===== src/rtl/mem_port_arbiter_if.sv =====
// mem_port_arbiter_if
//   Bundles the fetch port, the load/store port and the shared memory bus
//   that mem_port_arbiter sits between.
//   modport master : the arbiter (samples requests, drives grants/results and the bus)
//   modport slave  : the environment (fetch unit, load/store unit and memory)
//   Signals:
//     if_req/if_addr            -> fetch request, held until if_gnt
//     if_gnt/if_valid/if_rdata/if_err <- fetch grant and completion
//     d_req/d_we/d_addr/d_wdata/d_wstrb -> data request, held until d_gnt
//     d_gnt/d_valid/d_rdata/d_err      <- data grant and completion
//     mem_req/mem_we/mem_addr/mem_wdata/mem_wstrb <- bus request
//     mem_ack/mem_rdata         -> bus completion
//     busy                      <- arbiter is in a bus phase
interface mem_port_arbiter_if #(
    parameter int ADDR_W = 32,
    parameter int DATA_W = 32
);
    logic                  if_req;
    logic [ADDR_W-1:0]     if_addr;
    logic                  if_gnt;
    logic                  if_valid;
    logic [DATA_W-1:0]     if_rdata;
    logic                  if_err;

    logic                  d_req;
    logic                  d_we;
    logic [ADDR_W-1:0]     d_addr;
    logic [DATA_W-1:0]     d_wdata;
    logic [DATA_W/8-1:0]   d_wstrb;
    logic                  d_gnt;
    logic                  d_valid;
    logic [DATA_W-1:0]     d_rdata;
    logic                  d_err;

    logic                  mem_req;
    logic                  mem_we;
    logic [ADDR_W-1:0]     mem_addr;
    logic [DATA_W-1:0]     mem_wdata;
    logic [DATA_W/8-1:0]   mem_wstrb;
    logic                  mem_ack;
    logic [DATA_W-1:0]     mem_rdata;

    logic                  busy;

    modport master (
        input  if_req, if_addr,
        output if_gnt, if_valid, if_rdata, if_err,
        input  d_req, d_we, d_addr, d_wdata, d_wstrb,
        output d_gnt, d_valid, d_rdata, d_err,
        output mem_req, mem_we, mem_addr, mem_wdata, mem_wstrb,
        input  mem_ack, mem_rdata,
        output busy
    );

    modport slave (
        output if_req, if_addr,
        input  if_gnt, if_valid, if_rdata, if_err,
        output d_req, d_we, d_addr, d_wdata, d_wstrb,
        input  d_gnt, d_valid, d_rdata, d_err,
        input  mem_req, mem_we, mem_addr, mem_wdata, mem_wstrb,
        output mem_ack, mem_rdata,
        input  busy
    );
endinterface


===== src/rtl/mem_port_arbiter.sv =====
// mem_port_arbiter
//   Shares one single-ported memory bus between instruction fetch and
//   load/store. One access at a time: arbitrate in IDLE, hold the winner's
//   request on the bus until mem_ack or the wait watchdog expires, then pulse
//   the winner's valid with the returned data (or err=1 on timeout).
//   Ports:
//     clk    rising-edge clock
//     reset  asynchronous, active-high
//     bus    mem_port_arbiter_if.master (fetch port, data port, memory bus, busy)
//   Parameters: ADDR_W, DATA_W, TIMEOUT (bus-phase cycles before giving up, >=1),
//     STARVE_MAX (consecutive data wins before fetch is forced).
//   Build option: define MEM_ARB_FAIR_EN to enable the fetch anti-starvation
//     counter; without it data always wins and fetch may starve.
//
//   state    | meaning
//   S_IDLE   | no access in flight; arbitrate any pending request
//   S_IF_BUS | fetch on the bus, waiting for mem_ack or timeout
//   S_D_BUS  | load/store on the bus, waiting for mem_ack or timeout
module mem_port_arbiter #(
    parameter int ADDR_W     = 32,
    parameter int DATA_W     = 32,
    parameter int TIMEOUT    = 15,
    parameter int STARVE_MAX = 4
) (
    input  logic                 clk,
    input  logic                 reset,
    mem_port_arbiter_if.master   bus
);

    localparam int CNT_W = (TIMEOUT > 1) ? $clog2(TIMEOUT) : 1;
    localparam logic [CNT_W-1:0] WAIT_LAST = CNT_W'(TIMEOUT - 1);

    if (TIMEOUT < 1 || STARVE_MAX < 1) begin : g_bad_param
        $error("mem_port_arbiter: TIMEOUT and STARVE_MAX must be >= 1");
    end

    typedef enum logic [1:0] {
        S_IDLE   = 2'd0,
        S_IF_BUS = 2'd1,
        S_D_BUS  = 2'd2
    } state_t;

    state_t                state_q;
    logic [CNT_W-1:0]      wait_cnt_q;

    logic                  if_gnt_q;
    logic                  if_valid_q;
    logic [DATA_W-1:0]     if_rdata_q;
    logic                  if_err_q;
    logic                  d_gnt_q;
    logic                  d_valid_q;
    logic [DATA_W-1:0]     d_rdata_q;
    logic                  d_err_q;
    logic                  mem_req_q;
    logic                  mem_we_q;
    logic [ADDR_W-1:0]     mem_addr_q;
    logic [DATA_W-1:0]     mem_wdata_q;
    logic [DATA_W/8-1:0]   mem_wstrb_q;
    logic                  busy_q;

    logic                  force_if;
    logic                  take_d;
    logic                  phase_done;
    logic [DATA_W-1:0]     ret_data;

`ifdef MEM_ARB_FAIR_EN
    localparam int SW = $clog2(STARVE_MAX + 1);
    logic [SW-1:0]         starve_q;

    assign force_if = bus.if_req && (starve_q >= SW'(STARVE_MAX));
`else
    assign force_if = 1'b0;
`endif

    assign take_d     = bus.d_req && !force_if;
    // An ack in the last allowed cycle still counts as a normal completion.
    assign phase_done = bus.mem_ack || (wait_cnt_q == WAIT_LAST);
    // Stores and timeouts return zero data.
    assign ret_data   = (bus.mem_ack && !mem_we_q) ? bus.mem_rdata : '0;

    always_ff @(posedge clk or posedge reset) begin
        if (reset) begin
            state_q     <= S_IDLE;
            wait_cnt_q  <= '0;
            if_gnt_q    <= 1'b0;
            if_valid_q  <= 1'b0;
            if_rdata_q  <= '0;
            if_err_q    <= 1'b0;
            d_gnt_q     <= 1'b0;
            d_valid_q   <= 1'b0;
            d_rdata_q   <= '0;
            d_err_q     <= 1'b0;
            mem_req_q   <= 1'b0;
            mem_we_q    <= 1'b0;
            mem_addr_q  <= '0;
            mem_wdata_q <= '0;
            mem_wstrb_q <= '0;
            busy_q      <= 1'b0;
`ifdef MEM_ARB_FAIR_EN
            starve_q    <= '0;
`endif
        end else begin
            if_gnt_q   <= 1'b0;
            d_gnt_q    <= 1'b0;
            if_valid_q <= 1'b0;
            d_valid_q  <= 1'b0;
            case (state_q)
                S_IDLE: begin
                    if (take_d) begin
                        state_q     <= S_D_BUS;
                        d_gnt_q     <= 1'b1;
                        mem_req_q   <= 1'b1;
                        busy_q      <= 1'b1;
                        wait_cnt_q  <= '0;
                        mem_we_q    <= bus.d_we;
                        mem_addr_q  <= bus.d_addr;
                        mem_wdata_q <= bus.d_we ? bus.d_wdata : '0;
                        mem_wstrb_q <= bus.d_we ? bus.d_wstrb : '0;
                    end else if (bus.if_req) begin
                        state_q     <= S_IF_BUS;
                        if_gnt_q    <= 1'b1;
                        mem_req_q   <= 1'b1;
                        busy_q      <= 1'b1;
                        wait_cnt_q  <= '0;
                        mem_we_q    <= 1'b0;
                        mem_addr_q  <= bus.if_addr;
                        mem_wdata_q <= '0;
                        mem_wstrb_q <= '0;
                    end
`ifdef MEM_ARB_FAIR_EN
                    // Count only data wins that made a waiting fetch lose.
                    if (bus.if_req || bus.d_req) begin
                        starve_q <= (take_d && bus.if_req) ? starve_q + SW'(1) : '0;
                    end
`endif
                end
                S_IF_BUS, S_D_BUS: begin
                    if (phase_done) begin
                        state_q    <= S_IDLE;
                        mem_req_q  <= 1'b0;
                        busy_q     <= 1'b0;
                        wait_cnt_q <= '0;
                        if (state_q == S_IF_BUS) begin
                            if_valid_q <= 1'b1;
                            if_err_q   <= !bus.mem_ack;
                            if_rdata_q <= ret_data;
                        end else begin
                            d_valid_q  <= 1'b1;
                            d_err_q    <= !bus.mem_ack;
                            d_rdata_q  <= ret_data;
                        end
                    end else begin
                        wait_cnt_q <= wait_cnt_q + CNT_W'(1);
                    end
                end
                default: begin
                    state_q   <= S_IDLE;
                    mem_req_q <= 1'b0;
                    busy_q    <= 1'b0;
                end
            endcase
        end
    end

    assign bus.if_gnt    = if_gnt_q;
    assign bus.if_valid  = if_valid_q;
    assign bus.if_rdata  = if_rdata_q;
    assign bus.if_err    = if_err_q;
    assign bus.d_gnt     = d_gnt_q;
    assign bus.d_valid   = d_valid_q;
    assign bus.d_rdata   = d_rdata_q;
    assign bus.d_err     = d_err_q;
    assign bus.mem_req   = mem_req_q;
    assign bus.mem_we    = mem_we_q;
    assign bus.mem_addr  = mem_addr_q;
    assign bus.mem_wdata = mem_wdata_q;
    assign bus.mem_wstrb = mem_wstrb_q;
    assign bus.busy      = busy_q;

endmodule


===== src/flat_wrapper.sv =====
// flat-port wrapper written by rule: the top's interface ports become plain ports
module mem_port_arbiter_flat 
#(
    parameter int ADDR_W     = 32,
    parameter int DATA_W     = 32,
    parameter int TIMEOUT    = 15,
    parameter int STARVE_MAX = 4
)
  (clk, reset, bus_if_req, bus_if_addr, bus_if_gnt, bus_if_valid, bus_if_rdata, bus_if_err, bus_d_req, bus_d_we, bus_d_addr, bus_d_wdata, bus_d_wstrb, bus_d_gnt, bus_d_valid, bus_d_rdata, bus_d_err, bus_mem_req, bus_mem_we, bus_mem_addr, bus_mem_wdata, bus_mem_wstrb, bus_mem_ack, bus_mem_rdata, bus_busy);
  mem_port_arbiter_if #(.ADDR_W(ADDR_W), .DATA_W(DATA_W)) bus_i ();
  input  logic clk;
  input  logic reset;
  input wire logic [$bits(bus_i.if_req)-1:0] bus_if_req;
  input wire logic [$bits(bus_i.if_addr)-1:0] bus_if_addr;
  output wire logic [$bits(bus_i.if_gnt)-1:0] bus_if_gnt;
  output wire logic [$bits(bus_i.if_valid)-1:0] bus_if_valid;
  output wire logic [$bits(bus_i.if_rdata)-1:0] bus_if_rdata;
  output wire logic [$bits(bus_i.if_err)-1:0] bus_if_err;
  input wire logic [$bits(bus_i.d_req)-1:0] bus_d_req;
  input wire logic [$bits(bus_i.d_we)-1:0] bus_d_we;
  input wire logic [$bits(bus_i.d_addr)-1:0] bus_d_addr;
  input wire logic [$bits(bus_i.d_wdata)-1:0] bus_d_wdata;
  input wire logic [$bits(bus_i.d_wstrb)-1:0] bus_d_wstrb;
  output wire logic [$bits(bus_i.d_gnt)-1:0] bus_d_gnt;
  output wire logic [$bits(bus_i.d_valid)-1:0] bus_d_valid;
  output wire logic [$bits(bus_i.d_rdata)-1:0] bus_d_rdata;
  output wire logic [$bits(bus_i.d_err)-1:0] bus_d_err;
  output wire logic [$bits(bus_i.mem_req)-1:0] bus_mem_req;
  output wire logic [$bits(bus_i.mem_we)-1:0] bus_mem_we;
  output wire logic [$bits(bus_i.mem_addr)-1:0] bus_mem_addr;
  output wire logic [$bits(bus_i.mem_wdata)-1:0] bus_mem_wdata;
  output wire logic [$bits(bus_i.mem_wstrb)-1:0] bus_mem_wstrb;
  input wire logic [$bits(bus_i.mem_ack)-1:0] bus_mem_ack;
  input wire logic [$bits(bus_i.mem_rdata)-1:0] bus_mem_rdata;
  output wire logic [$bits(bus_i.busy)-1:0] bus_busy;
  assign bus_i.if_req = bus_if_req;
  assign bus_i.if_addr = bus_if_addr;
  assign bus_if_gnt = bus_i.if_gnt;
  assign bus_if_valid = bus_i.if_valid;
  assign bus_if_rdata = bus_i.if_rdata;
  assign bus_if_err = bus_i.if_err;
  assign bus_i.d_req = bus_d_req;
  assign bus_i.d_we = bus_d_we;
  assign bus_i.d_addr = bus_d_addr;
  assign bus_i.d_wdata = bus_d_wdata;
  assign bus_i.d_wstrb = bus_d_wstrb;
  assign bus_d_gnt = bus_i.d_gnt;
  assign bus_d_valid = bus_i.d_valid;
  assign bus_d_rdata = bus_i.d_rdata;
  assign bus_d_err = bus_i.d_err;
  assign bus_mem_req = bus_i.mem_req;
  assign bus_mem_we = bus_i.mem_we;
  assign bus_mem_addr = bus_i.mem_addr;
  assign bus_mem_wdata = bus_i.mem_wdata;
  assign bus_mem_wstrb = bus_i.mem_wstrb;
  assign bus_i.mem_ack = bus_mem_ack;
  assign bus_i.mem_rdata = bus_mem_rdata;
  assign bus_busy = bus_i.busy;
  mem_port_arbiter #(.ADDR_W(ADDR_W), .DATA_W(DATA_W), .TIMEOUT(TIMEOUT), .STARVE_MAX(STARVE_MAX)) u_core (.clk(clk), .reset(reset), .bus(bus_i));
endmodule

===== config.mk =====
export PLATFORM = sky130hd
export DESIGN_NAME = mem_port_arbiter_flat
export DESIGN_NICKNAME = d
export VERILOG_FILES = /design/src/rtl/mem_port_arbiter_if.sv /design/src/rtl/mem_port_arbiter.sv /design/src/flat_wrapper.sv
export SDC_FILE = /design/constraint.sdc
export NUM_CORES = 1
export LEC_CHECK = 0
export ABC_AREA = 1
export CORE_MARGIN = 2
export CORE_UTILIZATION = 43
export CTS_BUF_LIST = sky130_fd_sc_hd__clkbuf_8
export CTS_CLUSTER_DIAMETER = 30
export CTS_CLUSTER_SIZE = 8
export DETAILED_ROUTE_END_ITERATION = 8
export GPL_ROUTABILITY_DRIVEN = 0
export HOLD_SLACK_MARGIN = 0.15
export PLACE_DENSITY = 0.93
export REMOVE_ABC_BUFFERS = 1
export SYNTH_ARGS = -nofsm -noshare
export SYNTH_HDL_FRONTEND = slang
export SYNTH_SLANG_ARGS = --single-unit

===== constraint.sdc =====
create_clock -name clk -period 7.2 [get_ports clk]
set_clock_uncertainty 0.15 [all_clocks]
set_input_delay 1.44 -clock clk [delete_from_list [all_inputs] [get_ports clk]]
set_output_delay 1.44 -clock clk [all_outputs]
set_load 0.02 [all_outputs]

* Word-level counts from Yosys, hierarchy flattened
Index checks and enable logic that the tools add are counted.
W data, S select, Z words.
** Storage, ports and cells
- Bits of input ports :: 138
- Logic and storage cells :: 68
- Register bits after elaboration :: 146
- Output and inout bits :: 141
** Operators by class
- Eq/ne operators :: 5
- Reductions and logical operators :: 13
- Muxes and demuxes :: 33
- Add/subtract/negate cells :: 1
- Bitwise operators :: 1
** Operators with widths (number)
- $mux W32 :: 6
- $mux W4 :: 5
- $mux W1 :: 16
- $pmux W4 S2 :: 1
- $mux W2 :: 3
- $reduce_and A2 Y1 :: 3
- $reduce_and A3 Y1 :: 2
- $add A4 B1 Y4 const B :: 1
- $eq A4 B4 Y1 const B :: 1
- $pmux W2 S2 :: 1
- $reduce_bool A2 Y1 :: 2
- $ne A3 B3 Y1 const B :: 1
- $eq A2 B1 Y1 const B :: 1
- $eq A2 B2 Y1 const B :: 1
- $logic_not A1 Y1 :: 2
- $logic_not A2 Y1 :: 1
- $ne A2 B1 Y1 const B :: 1
- $pmux W1 S2 :: 1
- $reduce_or A2 Y1 :: 1
- $logic_and A1 B1 Y1 :: 1
- $logic_or A1 B1 Y1 :: 1
- $not A1 Y1 :: 1

* Longest topological paths before layout
- Depth after elaboration :: 4
- Depth in mapped cells :: 9

* Least setup slack after synthesis
OpenSTA, ideal clock, no wires.
- Kind :: in2reg
- Start :: in bus_d_req
- End :: reg u_core.mem_addr_q[0] (netlist: u_core.bus.mem_addr[0])
- Data arrival time :: 2.095 ns
- Slack :: 4.829 ns
- Library setup time :: 0.126 ns
- Cell stages on the path :: 7
- Path through :: buf_6 -> nand2_2 -> nand2_2 -> buf_6 -> buf_6 -> nor2_1 -> a21oi_2
** Between the ends
- Word-level cells in the longest chain between the ends :: 2
** RTL lines
- start, declared :: line flat_wrapper.sv:19 : input wire logic [$bits(bus_i.d_req)-1:0] bus_d_req;
- $reduce_bool A2 Y1 (no line)
- $reduce_and A2 Y1 (no line)
- end signal, assigned :: line mem_port_arbiter.sv:116 : mem_addr_q <= bus.d_addr;
- end signal, assigned :: line mem_port_arbiter.sv:126 : mem_addr_q <= bus.if_addr;
- end, declared :: line mem_port_arbiter.sv:56 : logic [ADDR_W-1:0] mem_addr_q;
Several ways; a longest one is shown, not always the timed one.
A chain may end at the register's enable or synchronous reset.

* Worst setup path in the final report
- Start :: in bus_d_req
- End :: reg u_core.mem_addr_q[24] (netlist: u_core.bus.mem_addr[24])
The elaborated chain is that of the path after synthesis.

==> impl_metrics.xml <==
<?xml version="1.0" encoding="UTF-8"?>
<metrics>
  <group name="critical_path">
    <metric name="end_kind" unit="">flip-flop</metric>
    <metric name="path_delay_family" unit="">buffers and inverters</metric>
    <metric name="critical_path.max_stage_delay" unit="ps">590</metric>
    <metric name="crit_path_buffers_inverters" unit="">3</metric>
    <metric name="timing.rr.start" unit="">u_core.state_q[0]</metric>
    <metric name="regToRegEndpoint" unit="">u_core.bus.mem_addr[24]</metric>
    <metric name="critical_path.startpoint" unit="">bus_d_req</metric>
    <metric name="reg2reg_setup_slack" unit="ps">4750</metric>
    <metric name="start_kind" unit="">input pin</metric>
    <metric name="worst-r2r-cell-count" unit="">7</metric>
    <metric name="timing.critical_path.cells" unit="">buf_2, buf_4, nand2_2, nand2_2, buf_4, nor2_1, a21oi_1</metric>
    <metric name="timing.critical_path.arrival" unit="ps">3600</metric>
    <metric name="crit_path_max_fanout" unit="">67</metric>
    <metric name="criticalPathCategory" unit="">in -&gt; reg</metric>
    <metric name="worst_path_max_delay_cell" unit="">nand2_2</metric>
    <metric name="crit_required" unit="ps">7410</metric>
  </group>
  <group name="floorplan">
    <metric name="design.core.area" unit="µm²">14000</metric>
    <metric name="initial_core_util" unit="">0.444</metric>
    <metric name="die-area" unit="µm²">15500</metric>
    <metric name="floorplan.die.height" unit="µm">124</metric>
    <metric name="floorplan.die.width" unit="µm">124</metric>
    <metric name="floorplan.io_pins" unit="">279</metric>
    <metric name="fp-row-count" unit="">43</metric>
  </group>
  <group name="yosys">
    <metric name="synthesis.area_per_instance" unit="µm²">9.00</metric>
    <metric name="ys_top_cells_by_area" unit="">dfrtp_1, nand2_1, o21ai_0, nand3_1, inv_1</metric>
    <metric name="synth_seq_area_share" unit="">0.586</metric>
    <metric name="synth_area_leader_cell" unit="">dfrtp_1</metric>
    <metric name="synthesized_cell_area" unit="µm²">6230</metric>
    <metric name="ff_latch_count_synth" unit="">146</metric>
    <metric name="synthArstFlopShare" unit="">1.00</metric>
    <metric name="synth_top_area_share" unit="">0.586</metric>
    <metric name="unique_cell_type_count_in_the_yosys_netlist" unit="">19</metric>
    <metric name="syn-instance-count" unit="">692</metric>
    <metric name="synth_warnings" unit="">0</metric>
    <metric name="synth_edf_count" unit="">0</metric>
    <metric name="ys.flop_type" unit="">dfrtp_1</metric>
  </group>
  <group name="detailed_routing">
    <metric name="met3_wire_length" unit="µm">1390</metric>
    <metric name="m1WireLength" unit="µm">6850</metric>
    <metric name="met2WireLength" unit="µm">7960</metric>
    <metric name="routed.top_layer" unit="">met4</metric>
    <metric name="route.vias.total" unit="">5610</metric>
    <metric name="drtIter0Drc" unit="">323</metric>
    <metric name="ant_nets" unit="">0</metric>
    <metric name="drt-total-wl" unit="µm">16600</metric>
    <metric name="routed_via_density" unit="">4.92</metric>
    <metric name="drt-wirelength-per-cell" unit="µm">14.6</metric>
    <metric name="drt_pre_antenna_iters" unit="">4</metric>
    <metric name="route.detailed.drc" unit="">0</metric>
  </group>
  <group name="power">
    <metric name="total_switching_power" unit="µW">1460</metric>
    <metric name="power_frac_clock" unit="">0.184</metric>
    <metric name="ir_worst_vdd" unit="V">0.000172</metric>
    <metric name="internal-power" unit="µW">2280</metric>
    <metric name="report.power.total" unit="µW">3740</metric>
    <metric name="leakagePower" unit="µW">0.00430</metric>
    <metric name="p_comb_frac" unit="">0.465</metric>
    <metric name="p_sw_frac" unit="">0.392</metric>
    <metric name="power_per_cell_area" unit="nW/µm²">398</metric>
    <metric name="seqPwrFrac" unit="">0.351</metric>
  </group>
  <group name="layout">
    <metric name="antennaDiodeCount" unit="">0</metric>
    <metric name="mostFrequentLayoutCell" unit="">clkdlybuf4s50_1</metric>
    <metric name="layout-area-overhead-vs-synth" unit="%">50.7</metric>
    <metric name="num-nets-final" unit="">1090</metric>
    <metric name="drive_above_1_share" unit="">0.0635</metric>
    <metric name="multi_input_gate_area_in_the_final_layout" unit="µm²">2090</metric>
    <metric name="finish.instance_area" unit="µm²">9390</metric>
    <metric name="n_fill_cell" unit="">1083</metric>
    <metric name="most-common-layout-cells" unit="">clkdlybuf4s50_1, nand2_1, dfrtp_1, o21ai_0, nand3_1</metric>
    <metric name="ff_latch_area" unit="µm²">3650</metric>
  </group>
  <group name="sta">
    <metric name="setup_slack" unit="ps">3810</metric>
    <metric name="headroom_to_the_max_slew_limit" unit="">0.270</metric>
    <metric name="setup_viol_count_final" unit="">0</metric>
    <metric name="hold_viol" unit="">0</metric>
    <metric name="unrepaired_setup_endpoints_after_global_routing" unit="">false</metric>
    <metric name="timing.final.crit_period" unit="ps">3390</metric>
    <metric name="tightest_slew" unit="ps">1090</metric>
    <metric name="fin_setup_tns" unit="ps">0</metric>
    <metric name="timing.fmax" unit="GHz">0.295</metric>
    <metric name="finalHoldWorstSlack" unit="ps">337</metric>
    <metric name="timing_max_transition_violations_final" unit="">0</metric>
    <metric name="post-route-period-util" unit="">0.471</metric>
  </group>
  <group name="clock_network">
    <metric name="cts.reportedPaths.clkPinSlew" unit="ps">80</metric>
    <metric name="cts_hold_buffers" unit="">0</metric>
    <metric name="cts_resized" unit="">0</metric>
    <metric name="post_cts_buffers" unit="">0</metric>
    <metric name="clock_path_buffers" unit="">2</metric>
    <metric name="tritoncts" unit="">built</metric>
    <metric name="clock_tree.htree_level_count" unit="">4</metric>
    <metric name="clk_latency" unit="ps">430</metric>
    <metric name="cts.root.buffer_cell" unit="">clkbuf_8</metric>
    <metric name="numCtsBuffers" unit="">17</metric>
    <metric name="clock-sinks" unit="">146</metric>
  </group>
  <group name="grt">
    <metric name="track_usage" unit="">0.215</metric>
    <metric name="grt_max_degree" unit="">92</metric>
    <metric name="gr-total-overflow" unit="">0</metric>
    <metric name="grt_first_pass_wirelength" unit="µm">27000</metric>
    <metric name="antenna_found_initial" unit="">0</metric>
    <metric name="first_global_vias" unit="">5351</metric>
  </group>
  <group name="hold_path">
    <metric name="classification_of_the_worst_slack_hold_path" unit="">reg -&gt; reg</metric>
    <metric name="hold_ep" unit="">u_core.bus.if_rdata[1]</metric>
    <metric name="min_delay_path_depth" unit="">2</metric>
    <metric name="timing.hold.worst.start" unit="">u_core.bus.if_rdata[1]</metric>
  </group>
  <group name="place">
    <metric name="place.port_buffers" unit="">278</metric>
    <metric name="post-place-ws" unit="ps">3340</metric>
    <metric name="place_area" unit="µm²">8960</metric>
    <metric name="place_hpwl" unit="µm">11700</metric>
  </group>
  <group name="outcome">
    <metric name="status" unit="">finished clean</metric>
  </group>
  <group name="job">
    <metric name="maxCapViolations" unit="">0</metric>
  </group>
</metrics>
==> layer usage <==
| metal | vias to the layer above | global-route usage |
|---|---|---|
| met5 | - | 0 |
| met3 | 34 | 0.0829 |
| li1 | 2740 | - |
| met1 | 2597 | 0.258 |
| met4 | 0 | 0.0734 |
| met2 | 239 | 0.355 |
==> worst max path at each step <==
stage,endpoint,slack (ps),depth (start not counted)
finish,u_core.bus.mem_addr[24],3810,7
global route,u_core.bus.mem_addr[19],3580,7
CTS,u_core.bus.mem_addr[22],3840,7
detailed placement,u_core.bus.mem_addr[22],3340,6
global placement,u_core.bus.mem_addr[0],3420,7
floorplan,u_core.bus.d_err,1690,1
==> synthesized netlist by cell type, types with 4 or more instances <==
cell type	count
nand2_1	194
dfrtp_1	146
o21ai_0	89
nand3_1	77
inv_1	44
nor2_1	37
a21oi_2	17
buf_2	17
a21oi_1	16
buf_6	13
clkbuf_1	12
o21ai_1	11
buf_4	6
ha_1	5
nand2_2	4
==> worst reg2reg max path, cell delays in order, from the launching register on <==
cell and delay [ps]:
dfrtp_1 410, inv_1 90, ha_1 230, nand2_2 480, nand2_2 180, buf_4 560, nor2_1 130, a21oi_1 150
==> power groups by stage <==
stage	combinational, µW	clock, µW	sequential, µW
3_3_place_gp	1710	0	1310
2_1_floorplan	481	0	1690
6_report	1740	690	1310
5_1_grt	1870	741	1360
3_5_place_dp	1750	0	1320
4_1_cts	1760	704	1310
==> through the flow <==
stage,std cells,util
2_1_floorplan,644,-
3_3_place_gp,1108,0.638
6_report,1140,0.669
5_1_grt,1140,0.669
4_1_cts,1140,0.669
3_5_place_dp,1108,0.638
==> cell families after synthesis <==
family                     share of synthesized area
DFF                                            0.586
buffers and inverters                         0.0787
adders and majority gates                     0.0100
and+or+nand+nor                                0.208
AOI/OAI and AO/OA                              0.117
==> final cells by class <==
class                   instances  share of cell area
clock buffers                  17              0.0249
repair buffers                284               0.301
multi-input cells             453               0.223
clock inverters                15              0.0204
flip-flops and latches        146               0.389
inverters                      45              0.0185
well taps                     180              0.0240
==> registers in the layout (all words and copies together) (netlist names), 2 cells and up <==
name and cells:
u_core.bus.d_rdata 32, u_core.bus.if_rdata 32, u_core.bus.mem_addr 32, u_core.bus.mem_wdata 32, u_core.bus.mem_wstrb 4, u_core.wait_cnt_q 4
u_core.state_q 2
Power figures use the tool's default switching activity.
